==> src/rtl/rx_ltssm.sv <==
// -----------------------------------------------------------------------------
// rx_ltssm
//
// Receive-side companion to the transmit-side LTSSM. It tracks the state the
// main LTSSM commands and watches decoded ordered sets (TS1, TS2, IDLE). For
// each training state it counts consecutive qualifying ordered sets, captures
// the link number on upstream ports, and enforces a state timeout. Completion
// is reported as a one-cycle finish pulse plus the exit-state code.
//
// Ports:
//   Pclk              clock
//   Reset             asynchronous, active-low reset
//   SetRXState[3:0]   state commanded by the main LTSSM (shared encoding)
//   RXFinishFlag      one-cycle pulse: exit criteria met (or timeout)
//   RXExitTo[3:0]     target state, valid with RXFinishFlag, held afterwards
//   OSValid           one-cycle strobe: one complete ordered set decoded
//   OSType[2:0]       TS1=000, TS2=001, IDLE=100, anything else is "other"
//   OSLinkNum[7:0]    link number field of the received TS
//   OSLaneNum[7:0]    lane number field of the received TS
//   ReadLinkNum[7:0]  link number currently held in the link register
//   WriteLinkNum[7:0] link number to store (upstream link capture)
//   WriteLinkNumFlag  one-cycle write strobe for WriteLinkNum
// -----------------------------------------------------------------------------
module rx_ltssm #(
  parameter int unsigned DEVICETYPE     = 0,
  parameter int unsigned LANESNUMBER    = 16,
  parameter logic [7:0]  PAD            = 8'hF7,
  parameter logic [23:0] TIMEOUT_CYCLES = 24'd6000000
) (
  input  logic       Pclk,
  input  logic       Reset,
  input  logic [3:0] SetRXState,
  output logic       RXFinishFlag,
  output logic [3:0] RXExitTo,
  input  logic       OSValid,
  input  logic [2:0] OSType,
  input  logic [7:0] OSLinkNum,
  input  logic [7:0] OSLaneNum,
  input  logic [7:0] ReadLinkNum,
  output logic [7:0] WriteLinkNum,
  output logic       WriteLinkNumFlag
);

  typedef enum logic [3:0] {
    DETECT_QUIET         = 4'd0,
    DETECT_ACTIVE        = 4'd1,
    POLLING_ACTIVE       = 4'd2,
    POLLING_CONFIG       = 4'd3,
    CFG_LINKWIDTH_START  = 4'd4,
    CFG_LINKWIDTH_ACCEPT = 4'd5,
    CFG_LANENUM_WAIT     = 4'd6,
    CFG_LANENUM_ACTIVE   = 4'd7,
    CFG_COMPLETE         = 4'd8,
    CFG_IDLE             = 4'd9,
    L0                   = 4'd10,
    IDLE                 = 4'd15
  } ltssm_state_e;

  localparam logic [2:0] OS_TS1  = 3'b000;
  localparam logic [2:0] OS_TS2  = 3'b001;
  localparam logic [2:0] OS_IDLE = 3'b100;

  localparam logic [7:0] CNT_LONG  = 8'd8;
  localparam logic [7:0] CNT_SHORT = 8'd2;

  localparam bit         UPSTREAM      = (DEVICETYPE == 1);
  localparam logic [23:0] TIMER_LAST   = TIMEOUT_CYCLES - 24'd1;

  // The decoder merges lanes before this block, so the lane count never sets
  // a datapath width here; this empty guard only documents that a zero-lane
  // configuration is not meaningful.
  if (LANESNUMBER < 1) begin : g_no_lanes
  end

  // Consecutive-set counter saturates instead of wrapping so a long run of
  // qualifying sets can never alias back to a small count.
  function automatic logic [7:0] sat_inc8(input logic [7:0] v);
    sat_inc8 = (v == 8'hFF) ? 8'hFF : v + 8'd1;
  endfunction

  // ---------------------------------------------------------------------------
  // State
  // ---------------------------------------------------------------------------
  ltssm_state_e state_q, state_d;
  logic [7:0]   count_q, count_d;
  logic [23:0]  timer_q, timer_d;
  logic [7:0]   last_link_q, last_link_d;
  logic         done_q, done_d;
  logic         finish_q, finish_d;
  logic [3:0]   exit_to_q, exit_to_d;
  logic [7:0]   write_link_q, write_link_d;
  logic         write_flag_q, write_flag_d;

  // ---------------------------------------------------------------------------
  // Per-state qualification rules
  // ---------------------------------------------------------------------------
  logic         is_ts1, is_ts2, is_idle;
  logic         link_match, link_not_pad, lane_not_pad;
  logic         active;        // training state with counting and timer
  logic         qualifies;     // current ordered set counts toward exit
  logic         capture_link;  // upstream link-number capture state
  logic [7:0]   target;        // count that completes the state
  ltssm_state_e next_state;    // exit target on count completion

  assign is_ts1       = (OSType == OS_TS1);
  assign is_ts2       = (OSType == OS_TS2);
  assign is_idle      = (OSType == OS_IDLE);
  assign link_match   = (OSLinkNum == ReadLinkNum);
  assign link_not_pad = (OSLinkNum != PAD);
  assign lane_not_pad = (OSLaneNum != PAD);

  always_comb begin
    active       = 1'b1;
    qualifies    = 1'b0;
    capture_link = 1'b0;
    target       = CNT_LONG;
    next_state   = DETECT_QUIET;
    case (state_q)
      POLLING_ACTIVE: begin
        qualifies  = is_ts1 || is_ts2;
        next_state = POLLING_CONFIG;
      end
      POLLING_CONFIG: begin
        qualifies  = is_ts2;
        next_state = CFG_LINKWIDTH_START;
      end
      CFG_LINKWIDTH_START: begin
        // Downstream ports own the link number, so received sets must echo
        // it; upstream ports learn it from the partner instead.
        qualifies    = is_ts1 && link_not_pad && (UPSTREAM || link_match);
        capture_link = UPSTREAM;
        target       = CNT_SHORT;
        next_state   = CFG_LINKWIDTH_ACCEPT;
      end
      CFG_LINKWIDTH_ACCEPT: begin
        qualifies  = is_ts1 && link_match && lane_not_pad;
        target     = CNT_SHORT;
        next_state = CFG_LANENUM_WAIT;
      end
      CFG_LANENUM_WAIT: begin
        qualifies  = is_ts1 && link_match && lane_not_pad;
        target     = CNT_SHORT;
        next_state = CFG_LANENUM_ACTIVE;
      end
      CFG_LANENUM_ACTIVE: begin
        qualifies  = is_ts2 && link_match;
        target     = CNT_SHORT;
        next_state = CFG_COMPLETE;
      end
      CFG_COMPLETE: begin
        qualifies  = is_ts2 && link_match;
        next_state = CFG_IDLE;
      end
      CFG_IDLE: begin
        qualifies  = is_idle;
        next_state = L0;
      end
      // Detect, L0 and Idle: the TX side owns these, nothing to watch.
      default: active = 1'b0;
    endcase
  end

  // ---------------------------------------------------------------------------
  // Next-state logic
  // ---------------------------------------------------------------------------
  logic state_change;
  logic count_done;

  assign state_change = (state_q != ltssm_state_e'(SetRXState));

  always_comb begin
    state_d      = ltssm_state_e'(SetRXState);
    count_d      = count_q;
    timer_d      = timer_q;
    last_link_d  = last_link_q;
    done_d       = done_q;
    finish_d     = 1'b0;
    exit_to_d    = exit_to_q;
    write_link_d = write_link_q;
    write_flag_d = 1'b0;
    count_done   = 1'b0;

    if (state_change) begin
      // A new commanded state restarts everything; a beat arriving in the
      // same cycle belongs to neither state and is dropped, and any finish
      // that would have fired is suppressed.
      count_d     = 8'd0;
      timer_d     = 24'd0;
      last_link_d = PAD;
      done_d      = 1'b0;
    end else if (active && !done_q) begin
      timer_d = timer_q + 24'd1;

      if (OSValid) begin
        if (qualifies) begin
          // Upstream: a change of advertised link number means the partner
          // has not settled yet, so consecutive counting starts over.
          if (capture_link && (OSLinkNum != last_link_q)) begin
            count_d = 8'd1;
          end else begin
            count_d = sat_inc8(count_q);
          end
          if (capture_link) begin
            last_link_d = OSLinkNum;
          end
          count_done = (count_d == target);
        end else begin
          count_d = 8'd0;
        end
      end

      // Count completion takes priority over a coincident timeout.
      if (count_done) begin
        finish_d  = 1'b1;
        exit_to_d = next_state;
        done_d    = 1'b1;
        if (capture_link) begin
          write_link_d = OSLinkNum;
          write_flag_d = 1'b1;
        end
      end else if (timer_q == TIMER_LAST) begin
        finish_d  = 1'b1;
        exit_to_d = DETECT_QUIET;
        done_d    = 1'b1;
      end
    end
  end

  // ---------------------------------------------------------------------------
  // Registers
  // ---------------------------------------------------------------------------
  always_ff @(posedge Pclk or negedge Reset) begin
    if (!Reset) begin
      state_q      <= IDLE;
      count_q      <= 8'd0;
      timer_q      <= 24'd0;
      last_link_q  <= PAD;
      done_q       <= 1'b0;
      finish_q     <= 1'b0;
      exit_to_q    <= DETECT_QUIET;
      write_link_q <= 8'd0;
      write_flag_q <= 1'b0;
    end else begin
      state_q      <= state_d;
      count_q      <= count_d;
      timer_q      <= timer_d;
      last_link_q  <= last_link_d;
      done_q       <= done_d;
      finish_q     <= finish_d;
      exit_to_q    <= exit_to_d;
      write_link_q <= write_link_d;
      write_flag_q <= write_flag_d;
    end
  end

  assign RXFinishFlag     = finish_q;
  assign RXExitTo         = exit_to_q;
  assign WriteLinkNum     = write_link_q;
  assign WriteLinkNumFlag = write_flag_q;

endmodule

==> config.mk <==
export PLATFORM = sky130hd
export DESIGN_NAME = rx_ltssm
export DESIGN_NICKNAME = d
export VERILOG_FILES = /design/src/rtl/rx_ltssm.sv
export SDC_FILE = /design/constraint.sdc
export NUM_CORES = 1
export LEC_CHECK = 0
export ABC_AREA = 1
export CORE_UTILIZATION = 50
export CTS_BUF_LIST = sky130_fd_sc_hd__clkbuf_16
export DETAILED_ROUTE_END_ITERATION = 10
export PLACE_DENSITY_LB_ADDON = 0.25
export SYNTH_ARGS = -nofsm -noshare
export SYNTH_HDL_FRONTEND = slang
export SYNTH_SLANG_ARGS = --single-unit
==> constraint.sdc <==
create_clock -name Pclk -period 2.35 [get_ports Pclk]
set_input_delay 0.5875 -clock Pclk [delete_from_list [all_inputs] [get_ports Pclk]]
set_output_delay 0.5875 -clock Pclk [all_outputs]
set_load 0.02 [all_outputs]
* Word-level counts from Yosys, hierarchy flattened
Index checks and enable logic that the tools add are counted.
Widths: inputs -> output; s select.
** Word-level totals
- Register bits :: 42
- Input bits :: 34
- Output and inout bits :: 14
- Word-level logic and storage cells :: 75
** Cells by class
- $add $sub $neg :: 2
- Equality and inequality tests :: 17
- Multiplexer cells :: 29
- Bitwise operators :: 1
- Reductions and logical operators :: 20
** Operator list (number)
- $mux 8 :: 9
- $mux 24 :: 2
- $pmux 4 s8 :: 1
- $add 24x1->24 const B :: 1
- $eq 24x23->1 const B :: 1
- $eq 4x3->1 const B :: 4
- $eq 8x8->1 :: 2
- $ne 8x8->1 const B :: 2
- $mux 1 :: 13
- $mux 4 :: 3
- $add 8x1->8 const B :: 1
- $eq 4x2->1 const B :: 2
- $eq 4x4->1 const B :: 2
- $eq 8x8->1 const B :: 1
- $reduce_or 8->1 :: 1
- $logic_and 1x1->1 :: 6
- $pmux 1 s6 :: 1
- $reduce_bool 2->1 :: 3
- $ne 4x4->1 :: 1
- $reduce_and 2->1 :: 2
- $reduce_or 2->1 :: 2
- $reduce_or 4->1 :: 1
- $eq 3x1->1 const B :: 1
- $eq 3x3->1 const B :: 1
- other kinds (6) :: 6

* Logic depth before layout (Yosys ltp)
- Depth after elaboration :: 16
- Gate-level depth with buffers :: 14

* Worst setup path after synthesis
Ideal clock, no wire load.
- Path kind :: reg2reg
- Start point :: register count_q[0]
- End point :: register exit_to_q[1], in the netlist RXExitTo[1]
- Arrival time :: 1.592 ns
- Required time :: 2.225 ns
- Setup slack :: 0.633 ns
- Cell stages (with the launch flop) :: 14
- Buffers on the path :: 0
- Period minus slack after synthesis :: 1.717 ns
- Cell sequence :: dfrtp_1 ha_1 nand3_1 clkinv_1 nand2_1 nand2_1 nor2_1 nand2_1 nor2_1 nand2_1 nor2_4 nand3_4 nand3_1 nand2_1
** On the way
- Cells in the longest elaborated chain, start to end :: 13
- Elaborated cells on any way between the ends :: 15
- Classes of those cells :: add/sub (1); eq/ne (2); mux (10); reduce/logical (2)
** RTL lines
- start, declared :: RTL line 85 : logic [7:0] count_q, count_d;
- start signal, assigned :: RTL line 245 : count_q <= count_d;
- $add 8x1->8 or $eq 8x8->1 (tied branches) :: RTL line 78 : sat_inc8 = (v == 8'hFF) ? 8'hFF : v + 8'd1;
- $mux 8 * :: RTL line 78
- $mux 8 * :: RTL line 195 : if (qualifies) begin
- $mux 8 * :: RTL line 194 : if (OSValid) begin
- $mux 8 * :: RTL line 191 : end else if (active && !done_q) begin
- $mux 8 * :: RTL line 183 : if (state_change) begin
- $eq 8x8->1 * :: RTL line 206 : count_done = (count_d == target);
- $mux 1 * :: RTL line 195
- $mux 1 * :: RTL line 194
- $mux 1 * :: RTL line 191
- $mux 1 * :: RTL line 183
- $reduce_bool 2->1 (no source line)
- $reduce_and 3->1 (no source line)
- end signal, assigned :: RTL line 250 : exit_to_q <= exit_to_d;
- end, declared :: RTL line 90 : logic [3:0] exit_to_q, exit_to_d;
Mark *: on every way between the ends. The rest lies on a longest branch, timed or not. The select of a mux whose other input is x is not followed.
A chain may end at the register's enable or synchronous reset.

* Worst setup path after layout
- Start point :: input port SetRXState[2]
- End point :: register exit_to_q[2], in the netlist RXExitTo[2]
** On the way
- Cells in the longest elaborated chain, start to end :: 3
** RTL lines
- start, declared :: RTL line 32 : input logic [3:0] SetRXState,
- $ne 4x4->1 :: RTL line 169 : assign state_change = (state_q != ltssm_state_e'(SetRXState));
- $not 1->1 (no source line)
- $reduce_and 3->1 (no source line)
Every way passes these cells.

==> impl_metrics.yaml <==
route:
  wirelength_um: 6407
  drt-met1-wl_um: 3024
  dr_wl_met2_um: 3030
  top_layer: "met4"
  wl_met3_um: 282
  drtPass1Iterations: 5
  detail_route.vias_per_cell: 5.246
  drcViolationCount: 0
  drtAntennaViolNets: 0
  vias: 2791
  first_iter_violations: 255
  wl_per_cell_um: 12.04
place:
  gp_congestion: 0.9262
  place_inst: 524
  io_buffers: 38
  preCtsSetupSlack_ns: 0.02857
  dp_hpwl_um: 4951
timing:
  rsz0062_at_grt: "no"
  drv_slew: 0
  fin_ws_ns: 0.2909
  finClkSkew_ns: 0.005197
  hold_viol: 0
  setup_tns_ns: 0
  worst_pin_slew_ns: 0.5227
  fin_crit_sh: 0.8762
  max_freq_ghz: 0.4856
  maxSlewHeadroom: 0.6515
  setup_viol: 0
  fin_crit_ns: 2.059
grt:
  grt_pass1_vias: 2658
  antenna_found_initial: 0
  gr-total-overflow: 0
  grt_pass1_wl_um: 11140
  grt_max_degree: 43
  grt_use_total: 0.2265
pwr:
  intPower_mw: 1.429
  power_mw: 1.816
  p_leak_nw: 1.537
  p_per_area_nw_per_um2: 517.5
  ir_drop_mv: 0.2936
  power.share.sequential: 0.415
  p_switching_uw: 387.2
  clock_power_share: 0.481
  pwr-share-comb: 0.104
  p_sw_frac: 0.2132
setup_path:
  timing.reg2reg.setup_slack_ns: 0.39
  cp-end-kind: "flip-flop"
  start_kind: "primary input"
  critPathMaxFanout: 6
  worstPathRequired_ns: 2.51
  rr_worst_depth: 11
  cp.arrival_ns: 2.22
  rr_endpoint: "RXExitTo[2]"
  reg2reg_from: "count_q[0]"
  crit_type: "primary input to flip-flop"
logic_synthesis:
  synthCells: 414
  yosys-top-cells-area: "dfrtp_1 (33%), nand2_1 (14%), nand3_1 (6.8%)"
  yosys_register_bits: 42
  synth.cell_area_sq_um: 2878
  yosysTopAreaCell: "dfrtp_1"
  synth.top_cell.area_share: 0.3304
  ys.flop_type: "dfrtp_1"
  seq_area_frac_synth: 0.3670
  synth_edf_count: 0
  yosys_warnings: 0
  ys_types: 37
  synthArstFlopShare: 1.000
  yosys-top-cells-count: "nand2_1 (104), inv_1 (52), nor2_1 (46)"
  syn_area_per_cell_sq_um: 6.951
  synth_most_common_cell: "nand2_1"
finish:
  area_growth_syn_to_layout_pct: 21.96
  fillers: 500
  antennaDiodeCount: 0
  finalNetCount: 495
  drive_gt1_frac: 0.1000
  final_util: 0.6335
  final_cells: 532
floorplan:
  die_w_um: 77.87
  io-pin-count: 48
  die-area_sq_um: 6063
  start_util: 0.5194
  coreArea_sq_um: 5540
  fp-row-count: 27
  die_y_um: 77.87
cts:
  cts_buffers: 5
  cts_hold_buffers: 0
  cts_setup_buffers: 0
  htreeDepth: 2
  cts_tree: "done"
  clockBufferDepth: 2
  clockRootBuffer: "clkbuf_16"
  insertion_delay_ns: 0.28
  clk_pin_slew_ns: 0.06
  cts-resized-gates: 0
  cts_sinks: 42
run_status:
  outcome: "complete, no violations"
run:
  drv_cap: 0
worst_hold_path:
  hp-class: "primary input to async pin"
## power groups by stage
stage                     logic, mW  clock network (mW)  registers, mW
after floorplan               0.103                   0          0.763
after global placement        0.185                   0          0.765
after detailed placement      0.189                   0          0.766
after CTS                     0.190               0.890          0.753
after global routing          0.210               0.916          0.756
final                         0.188               0.874          0.754
## cell type report
| type | count | area, sq um | share of cell area |
|---|---|---|---|
| Timing Repair Buffer | 42 | 405.4 | 0.1155 |
| Inverter | 62 | 232.7 | 0.06631 |
| Clock buffer | 5 | 125.1 | 0.03565 |
| Multi-Input combinational cell | 306 | 1536 | 0.4378 |
| Sequential cell | 42 | 1056 | 0.3009 |
| Clock inverter | 3 | 63.81 | 0.01818 |
| Tap cell | 72 | 90.09 | 0.02567 |
## metal layers
layer / track usage / vias to the layer above
met1: 0.2848 / 1273
met3: 0.02824 / 9
met4: 0.05094 / 0
li1: - / 1422
met2: 0.4106 / 87
met5: 0 / -
## worst max-delay path, cell delays in order
cell             delay, ns
clkdlybuf4s50_1       0.50
inv_1                 0.05
nand2_1               0.05
nand2_1               0.05
nor2_1                0.14
nor2b_1               0.26
nand2_1               0.14
nor2_2                0.16
inv_1                 0.12
nand3_1               0.10
nand2_1               0.05
## layout by cell type (no fill, tap or decap), types with 2 or more instances in the layout
cell             netlist  routed
xnor2_1                7       7
dfrtp_1               38      38
nor2_1                46      46
nand4_1               15      15
buf_4                  9       4
clkbuf_16              0       5
nor2_2                 4       4
ha_1                   2       2
o21ai_1                4       4
nand3_2                3       3
clkdlybuf4s50_1        0      37
nor4_1                 2       2
xor2_1                 4       4
nor2_4                 5       5
bufinv_16              0       2
o21ai_0               16      16
clkinv_1               2       3
a21oi_1               13      13
inv_2                  8       8
nand2_1              104     104
inv_1                 52      52
conb_1                 1       9
o22ai_1                4       4
nand3_1               39      39
o2111ai_1              2       2
a211oi_1               2       2
nor3_1                 8       8
dfstp_2                4       4
o211ai_1               2       2
nand2_2                6       6
## sequential cells by signal, indices dropped and copies added (netlist names)
name,flops
RXExitTo,4
count_q,8
done_q,1
state_q,4
RXFinishFlag,1
timer_q,24
## per-stage QoR
| step | instance area [sq um] | hold WS (ns) |
|---|---|---|
| final | 3510 | 0.3652 |
| after global routing | 3510 | 0.4291 |
| after CTS | 3510 | 0.3941 |
| after detailed placement | 3321 | 0.4974 |
| after global placement | 3321 | 0.4787 |
| after floorplan | 2908 | 0.2919 |
## cell families (layout without fill, tap and decap cells)
logic type,after synthesis,in the layout,share of synthesized area
buffers and inverters,74,112,0.1096
adder cells (fa/ha/maj),2,2,0.008694
other,1,9,0.001303
flip-flops,42,42,0.3670
AO/OA/AOI/OAI,49,49,0.1035
XOR/XNOR,11,11,0.03348
AND/OR/NAND/NOR,235,235,0.3765
## how the worst max path moves through the flow
stage                  start          end  slack, ns  cells past startpoint
6_report       SetRXState[2]  RXExitTo[2]       0.29                     11
5_1_grt        SetRXState[2]  RXExitTo[2]        0.1                     11
4_1_cts        SetRXState[2]  RXExitTo[2]       0.29                     11
3_5_place_dp   SetRXState[2]  RXExitTo[2]       0.03                     11
3_3_place_gp   SetRXState[2]  RXExitTo[2]       0.08                     11
2_1_floorplan     count_q[0]  RXExitTo[1]       0.63                     13
Note: power is estimated with default switching activity, not from simulation.
